$ cat config.mk
export PLATFORM = sky130hd
export DESIGN_NAME = direction_arbiter_flat
export DESIGN_NICKNAME = d
export VERILOG_FILES = /design/src/rtl/direction_arbiter_if.sv /design/src/rtl/direction_arbiter.sv /design/src/flat_wrapper.sv
export SDC_FILE = /design/constraint.sdc
export NUM_CORES = 1
export LEC_CHECK = 0
export ABC_AREA = 1
export BUFFER_PORTS_ARGS = -buffer_cell sky130_fd_sc_hd__buf_2
export CORE_UTILIZATION = 62
export CTS_CLUSTER_DIAMETER = 60
export DETAILED_ROUTE_END_ITERATION = 7
export PLACE_DENSITY = 0.79
export SLEW_MARGIN = 15
export SYNTH_ARGS = -nofsm -noshare
export SYNTH_HDL_FRONTEND = slang
export SYNTH_SLANG_ARGS = --single-unit
$ cat constraint.sdc
create_clock -name clk -period 2 [get_ports clk]
set_input_delay 0.4 -clock clk [delete_from_list [all_inputs] [get_ports clk]]
set_output_delay 0.4 -clock clk [all_outputs]
set_load 0.05 [all_outputs]
$ cat src/rtl/direction_arbiter_if.sv
// -----------------------------------------------------------------------------
// direction_arbiter_if
//
// Bundles the button, tick and restart inputs together with the committed
// direction, delayed tick and drop outputs of direction_arbiter.
//
// Signals
//   i_up, i_down, i_left, i_right  raw asynchronous buttons, active high
//   i_phase                        game tick, every toggle is one game step
//   i_restart                      synchronous flush request, active high
//   o_up, o_down, o_left, o_right  committed direction, one-hot or all-zero
//   o_phase                        i_phase delayed, consumed by the game core
//   o_drop                         one-cycle pulse when a press is discarded
//
// Modports
//   master  board / testbench side (drives i_*, observes o_*)
//   slave   arbiter side (observes i_*, drives o_*)
// -----------------------------------------------------------------------------
interface direction_arbiter_if;

  logic i_up;
  logic i_down;
  logic i_left;
  logic i_right;
  logic i_phase;
  logic i_restart;

  logic o_up;
  logic o_down;
  logic o_left;
  logic o_right;
  logic o_phase;
  logic o_drop;

  modport master (
    output i_up, i_down, i_left, i_right, i_phase, i_restart,
    input  o_up, o_down, o_left, o_right, o_phase, o_drop
  );

  modport slave (
    input  i_up, i_down, i_left, i_right, i_phase, i_restart,
    output o_up, o_down, o_left, o_right, o_phase, o_drop
  );

endinterface

$ cat src/rtl/direction_arbiter.sv
// -----------------------------------------------------------------------------
// direction_arbiter
//
// Conditions the four raw direction buttons for the snake game core and
// schedules at most one direction change per game step. Each button is
// synchronised, debounced and edge-detected; simultaneous presses are
// arbitrated with fixed priority up > down > left > right; accepted presses
// are buffered in a 2-entry FIFO. One entry is released into the committed
// direction on every game tick, and the tick is forwarded one cycle after the
// direction outputs have settled.
//
// Parameters
//   DEBOUNCE_CYCLES  consecutive stable samples required to accept a button
//                    level change (>= 2)
//
// Ports
//   clk    game/VGA clock
//   rst_n  synchronous, active-low reset
//   bus    direction_arbiter_if.slave (buttons, tick, restart in;
//          committed direction, delayed tick, drop pulse out)
//
// Configuration
//   DIRECTION_ARBITER_REVERSAL_FILTER_EN  when defined, a press opposite the
//   reference direction is dropped; otherwise it is queued and left for the
//   game core to reject.
// -----------------------------------------------------------------------------
module direction_arbiter #(
  parameter int DEBOUNCE_CYCLES = 251740
) (
  input  logic                clk,
  input  logic                rst_n,
  direction_arbiter_if.slave  bus
);

  localparam int CW = (DEBOUNCE_CYCLES > 1) ? $clog2(DEBOUNCE_CYCLES) : 1;
  localparam logic [CW-1:0] CountLast = CW'(DEBOUNCE_CYCLES - 1);

  // Direction codes; the opposite of any direction is its code with bit 0
  // flipped (up/down, left/right).
  localparam logic [1:0] DirUp    = 2'd0;
  localparam logic [1:0] DirDown  = 2'd1;
  localparam logic [1:0] DirLeft  = 2'd2;
  localparam logic [1:0] DirRight = 2'd3;

  // ---------------------------------------------------------------------------
  // Button front end: synchroniser, debouncer, rising-edge detector.
  // Bit index equals the direction code.
  // ---------------------------------------------------------------------------
  logic [3:0]    rawButtons;
  logic [3:0]    syncMeta_q;
  logic [3:0]    syncStable_q;
  logic [3:0]    level_q;
  logic [3:0]    level_d;
  logic [3:0]    levelPrev_q;
  logic [CW-1:0] count_q [4];
  logic [CW-1:0] count_d [4];
  logic [3:0]    pressEvents;

  assign rawButtons = {bus.i_right, bus.i_left, bus.i_down, bus.i_up};

  // A level change is accepted only after the synchronised value has differed
  // from the debounced level for DEBOUNCE_CYCLES consecutive samples; any
  // sample that agrees with the current level restarts the count.
  always_comb begin
    level_d = level_q;
    count_d = count_q;
    for (int b = 0; b < 4; b++) begin
      if (syncStable_q[b] == level_q[b]) begin
        count_d[b] = '0;
      end else if (count_q[b] == CountLast) begin
        level_d[b] = syncStable_q[b];
        count_d[b] = '0;
      end else begin
        count_d[b] = count_q[b] + 1'b1;
      end
    end
  end

  always_ff @(posedge clk) begin
    if (!rst_n) begin
      syncMeta_q   <= '0;
      syncStable_q <= '0;
      level_q      <= '0;
      levelPrev_q  <= '0;
      for (int b = 0; b < 4; b++) begin
        count_q[b] <= '0;
      end
    end else begin
      syncMeta_q   <= rawButtons;
      syncStable_q <= syncMeta_q;
      level_q      <= level_d;
      levelPrev_q  <= level_q;
      count_q      <= count_d;
    end
  end

  // Only presses create events; releases are ignored.
  assign pressEvents = level_q & ~levelPrev_q;

  // ---------------------------------------------------------------------------
  // Arbitration: the highest-priority press becomes the candidate, every other
  // simultaneous press is a loser and causes a drop.
  // ---------------------------------------------------------------------------
  logic       candValid;
  logic [1:0] candDir;
  logic       lostPress;

  always_comb begin
    candValid = 1'b0;
    candDir   = DirUp;
    lostPress = 1'b0;
    if (pressEvents[0]) begin
      candValid = 1'b1;
      candDir   = DirUp;
      lostPress = |pressEvents[3:1];
    end else if (pressEvents[1]) begin
      candValid = 1'b1;
      candDir   = DirDown;
      lostPress = |pressEvents[3:2];
    end else if (pressEvents[2]) begin
      candValid = 1'b1;
      candDir   = DirLeft;
      lostPress = pressEvents[3];
    end else if (pressEvents[3]) begin
      candValid = 1'b1;
      candDir   = DirRight;
    end
  end

  // ---------------------------------------------------------------------------
  // Queue, committed direction, step detection and drop register.
  // ---------------------------------------------------------------------------
  logic [1:0] queue_q [2];
  logic [1:0] queue_d [2];
  logic [1:0] queueCount_q;
  logic [1:0] queueCount_d;
  logic       committedValid_q;
  logic       committedValid_d;
  logic [1:0] committedDir_q;
  logic [1:0] committedDir_d;
  logic       phase_q;
  logic       phaseOut_q;
  logic       drop_q;
  logic       drop_d;

  logic       step;
  logic       queueEmpty;
  logic       queueFull;
  logic       refValid;
  logic [1:0] refDir;
  logic       sameAsRef;
  logic       reversal;
  logic       fullBlock;
  logic       pushOk;
  logic       popOk;

  assign step       = (bus.i_phase != phase_q);
  assign queueEmpty = (queueCount_q == 2'd0);
  assign queueFull  = (queueCount_q == 2'd2);

  // The filter compares against the newest queued entry, or the committed
  // direction when nothing is queued; this is always the pre-pop view, so a
  // pop in the same cycle does not change what the candidate is tested against.
  assign refValid = !queueEmpty || committedValid_q;
  assign refDir   = queueEmpty ? committedDir_q
                  : (queueFull ? queue_q[1] : queue_q[0]);

  assign sameAsRef = refValid && (candDir == refDir);

`ifdef DIRECTION_ARBITER_REVERSAL_FILTER_EN
  assign reversal = refValid && (candDir == (refDir ^ 2'b01));
`else
  assign reversal = 1'b0;
`endif

  // A full queue still accepts the candidate if a step frees a slot this cycle.
  assign fullBlock = queueFull && !step;

  assign pushOk = candValid && !bus.i_restart && !sameAsRef && !reversal && !fullBlock;
  assign popOk  = step && !queueEmpty;

  // Losers and rejected candidates collapse into a single drop pulse; restart
  // silences drops entirely.
  assign drop_d = !bus.i_restart && (lostPress || (candValid && !pushOk));

  // Pop shifts the second entry to the head before the push writes the new
  // tail at the post-pop fill level.
  always_comb begin
    queue_d          = queue_q;
    queueCount_d     = queueCount_q;
    committedValid_d = committedValid_q;
    committedDir_d   = committedDir_q;
    if (bus.i_restart) begin
      queueCount_d     = 2'd0;
      committedValid_d = 1'b0;
      committedDir_d   = DirUp;
    end else begin
      if (popOk) begin
        committedValid_d = 1'b1;
        committedDir_d   = queue_q[0];
        queue_d[0]       = queue_q[1];
        queueCount_d     = queueCount_q - 2'd1;
      end
      if (pushOk) begin
        queue_d[queueCount_d[0]] = candDir;
        queueCount_d             = queueCount_d + 2'd1;
      end
    end
  end

  // o_phase trails phase_q by one cycle so the direction outputs, updated on
  // the edge that ends the step cycle, are stable before the game sees the tick.
  always_ff @(posedge clk) begin
    if (!rst_n) begin
      queue_q[0]       <= DirUp;
      queue_q[1]       <= DirUp;
      queueCount_q     <= 2'd0;
      committedValid_q <= 1'b0;
      committedDir_q   <= DirUp;
      phase_q          <= 1'b0;
      phaseOut_q       <= 1'b0;
      drop_q           <= 1'b0;
    end else begin
      queue_q          <= queue_d;
      queueCount_q     <= queueCount_d;
      committedValid_q <= committedValid_d;
      committedDir_q   <= committedDir_d;
      phase_q          <= bus.i_phase;
      phaseOut_q       <= phase_q;
      drop_q           <= drop_d;
    end
  end

  assign bus.o_up    = committedValid_q && (committedDir_q == DirUp);
  assign bus.o_down  = committedValid_q && (committedDir_q == DirDown);
  assign bus.o_left  = committedValid_q && (committedDir_q == DirLeft);
  assign bus.o_right = committedValid_q && (committedDir_q == DirRight);
  assign bus.o_phase = phaseOut_q;
  assign bus.o_drop  = drop_q;

endmodule
$ cat src/flat_wrapper.sv
// flat-port wrapper written by rule: the top's interface ports become plain ports
module direction_arbiter_flat 
#(
  parameter int DEBOUNCE_CYCLES = 251740
)
  (clk, rst_n, bus_i_up, bus_i_down, bus_i_left, bus_i_right, bus_i_phase, bus_i_restart, bus_o_up, bus_o_down, bus_o_left, bus_o_right, bus_o_phase, bus_o_drop);
  direction_arbiter_if bus_i ();
  input  logic clk;
  input  logic rst_n;
  input wire logic [$bits(bus_i.i_up)-1:0] bus_i_up;
  input wire logic [$bits(bus_i.i_down)-1:0] bus_i_down;
  input wire logic [$bits(bus_i.i_left)-1:0] bus_i_left;
  input wire logic [$bits(bus_i.i_right)-1:0] bus_i_right;
  input wire logic [$bits(bus_i.i_phase)-1:0] bus_i_phase;
  input wire logic [$bits(bus_i.i_restart)-1:0] bus_i_restart;
  output wire logic [$bits(bus_i.o_up)-1:0] bus_o_up;
  output wire logic [$bits(bus_i.o_down)-1:0] bus_o_down;
  output wire logic [$bits(bus_i.o_left)-1:0] bus_o_left;
  output wire logic [$bits(bus_i.o_right)-1:0] bus_o_right;
  output wire logic [$bits(bus_i.o_phase)-1:0] bus_o_phase;
  output wire logic [$bits(bus_i.o_drop)-1:0] bus_o_drop;
  assign bus_i.i_up = bus_i_up;
  assign bus_i.i_down = bus_i_down;
  assign bus_i.i_left = bus_i_left;
  assign bus_i.i_right = bus_i_right;
  assign bus_i.i_phase = bus_i_phase;
  assign bus_i.i_restart = bus_i_restart;
  assign bus_o_up = bus_i.o_up;
  assign bus_o_down = bus_i.o_down;
  assign bus_o_left = bus_i.o_left;
  assign bus_o_right = bus_i.o_right;
  assign bus_o_phase = bus_i.o_phase;
  assign bus_o_drop = bus_i.o_drop;
  direction_arbiter #(.DEBOUNCE_CYCLES(DEBOUNCE_CYCLES)) u_core (.clk(clk), .rst_n(rst_n), .bus(bus_i));
endmodule
==> flow_metrics.env <==
export IMPL_drc=0
export IMPL_finalSetupTns_ps=0
export IMPL_die_h_um=88.6
export IMPL_power_density_mw_per_mm2=672
export IMPL_cts_tree="yes"
export IMPL_outcome="completed"
export IMPL_finalCriticalPeriod_ps=1860
export IMPL_crit_arrival_ps=2150
export IMPL_cp_max_fo=12
export IMPL_track_usage=0.230
export IMPL_firstDrtPassIters=5
export IMPL_synthDominantCellAreaShare=0.431
export IMPL_synth_seq_cells=100
export IMPL_port_buffers=13
export IMPL_power_uw=3380
export IMPL_coreArea_mm2=0.00725
export IMPL_fmax_ghz=0.537
export IMPL_diodes=0
export IMPL_cts_max_level=3
export IMPL_cp_end_kind="flop"
export IMPL_netlist_top_cells_area="dfxtp_1 (43%), nand2_1 (11%), inv_1 (8.6%), nor2_1 (6.3%), a21oi_1 (3.9%)"
export IMPL_vias=3872
export IMPL_final_hold_violation_count=0
export IMPL_grt_pass1_wl_um=14200
export IMPL_synth_cell_types=36
export IMPL_required_ps=2290
export IMPL_finalCritPeriodShare=0.931
export IMPL_synthCells=646
export IMPL_pin_count=14
export IMPL_start_kind="flop"
export IMPL_grt_pass1_vias=3482
export IMPL_clock_sinks=100
export IMPL_drt_total_wl_um=8390
export IMPL_rsz0062_at_grt="false"
export IMPL_start_util=0.640
export IMPL_ys_seq_area_frac=0.431
export IMPL_crit_type="flop to flop"
export IMPL_drv_slew=0
export IMPL_slew_headroom=0.689
export IMPL_clk_path_buf_depth=2
export IMPL_die_w_um=88.6
export IMPL_wl_per_cell_um=10.9
export IMPL_path_clk_slew_ps=100
export IMPL_dieArea_mm2=0.00784
export IMPL_grt_max_degree=19
export IMPL_antenna_found_initial=0
export IMPL_gr_total_overflow=0
export IMPL_syn_area_per_cell_um2=7.19
export IMPL_finClkSkew_ps=8.87
export IMPL_place_congestion=0.896
export IMPL_min_path_type="input port to flop"
export IMPL_cts_made_buffers=9
export IMPL_setup_viol=0
export IMPL_clkLatencyLatePin_ps=360
export IMPL_syn_nets=660
export IMPL_ir_drop_uv=622
export IMPL_p_leak_uw=0.00194
export IMPL_yosysWarnings=0
export IMPL_cts_root_buf="clkbuf_8"
export IMPL_timing_rr_start="u_core.queueCount_q[0]"
export IMPL_final_util=0.694
export IMPL_worst_pin_slew_ps=465
export IMPL_dp_hpwl_um=6330
export IMPL_synth_top_area_cell="dfxtp_1"
export IMPL_ant_nets=0
export IMPL_area_delta_synth_final_pct=8.46
export IMPL_drt_vias_per_instance=5.03
export IMPL_netlist_area_mm2=0.00464
export IMPL_nets=680
export IMPL_cap_violations=0
export IMPL_startpoint="u_core.queueCount_q[0]"
export IMPL_hold_start="bus_i_left"
export IMPL_row_count=31
export IMPL_drt_initial_drc_count=151
export IMPL_ctsHoldBuffers=0
export IMPL_drive_gt1_frac=0.0999
per-stage QoR:
step / setup WS (ps) / instance area, µm² / hold WS, ps / instances
floorplan: 106 / 4640 / 390 / 646
finish: 138 / 5040 / 217 / 770
detailed placement: 190 / 4820 / 398 / 754
global route: 0.363 / 5040 / 211 / 770
global placement: 274 / 4820 / 395 / 754
CTS: 163 / 5030 / 199 / 770
cells by family after synthesis:
group           Yosys count  share of synthesized area
simple gates            332                      0.332
buf+inv                 116                     0.0956
flops                   100                      0.431
compound gates           65                     0.0738
xor+xnor                 27                     0.0509
fa+ha+maj                 6                     0.0162
state kept, by name (all words and copies together) (netlist names), named ones only:
signal                   flops
u_core.bus.o_drop            1
u_core.bus.o_phase           1
u_core.committedDir_q        2
u_core.committedValid_q      1
u_core.count_q              72
u_core.levelPrev_q           4
u_core.level_q               4
u_core.phase_q               1
u_core.queueCount_q          2
u_core.queue_q               2
u_core.syncMeta_q            4
u_core.syncStable_q          4
path summary, 6_finish.rpt:
check | to | slack (ps) | cells past startpoint
max | u_core.queue_q[2] | 140 | 12
min | u_core.syncMeta_q[2] | 220 | 3
max reg2reg | u_core.queue_q[2] | 140 | 12
min reg2reg | u_core.syncStable_q[0] | 420 | 2
routing by layer:
metal	wire length (µm)	vias up	GRT usage
met1	4070	1719	0.297
met3	342	8	0.0597
met5	0	-	0
met2	3910	66	0.391
met4	59	0	0.0455
li1	-	2079	-
cell usage after synthesis, drive strengths merged:
cell and number:
nand2 137, inv 108, dfxtp 100, nor2 89, nand3 40, a21oi 37, nor3 25, o21ai 23
xor2 20, nand4 16, nor4 10, or2 9, xnor2 7, ha 6, nor3b 6, buf 5
clkbuf 3, a21o 1, a31oi 1, o21a 1, o21bai 1, o311a 1
cells in the final DEF (no fill, tap or decap), types with 2 or more instances in the layout:
cell	count
a21oi_1	36
buf_2	13
buf_4	4
clkbuf_8	10
clkinvlp_4	3
dfxtp_1	100
ha_1	6
inv_1	106
inv_2	2
nand2_1	134
nand2_2	3
nand3_1	35
nand3_2	4
nand4_1	16
nor2_1	78
nor2_2	10
nor3_1	22
nor3_2	3
nor3b_1	6
nor4_1	8
o21ai_0	21
o21ai_1	2
or2_2	7
xnor2_1	7
xor2_1	20
critical path, stage by stage, from the launching register on:
cell and delay, ps:
dfxtp_1 360, inv_1 80, ha_1 240, inv_1 120, nand3_2 100, buf_4 180
xor2_1 230, nand2_1 90, nand2_1 70, nand3_1 70, nand2_1 80, nand2_1 50
a21oi_1 120
final cells by class:
| class | instances | area [µm²] |
|---|---|---|
| Tap cell | 99 | 124 |
| Fill cell | 632 | 2220 |
| Clock inverter | 6 | 72.6 |
| Multi-Input combinational cell | 430 | 2200 |
| Clock buffer | 10 | 138 |
| Sequential cell | 100 | 2000 |
| Timing Repair Buffer | 17 | 95.1 |
| Inverter | 108 | 405 |
power breakdown:
| group | internal (µW) | switching [µW] |
|---|---|---|
| registers | 2000 | 5.94 |
| logic | 18.2 | 40.4 |
| clock network | 623 | 694 |
timing repair:
action,CTS,global route
resized for setup,0,1
buffers inserted,0,0
endpoints found under the setup margin,0,1
Note: power is estimated with default switching activity, not from simulation.
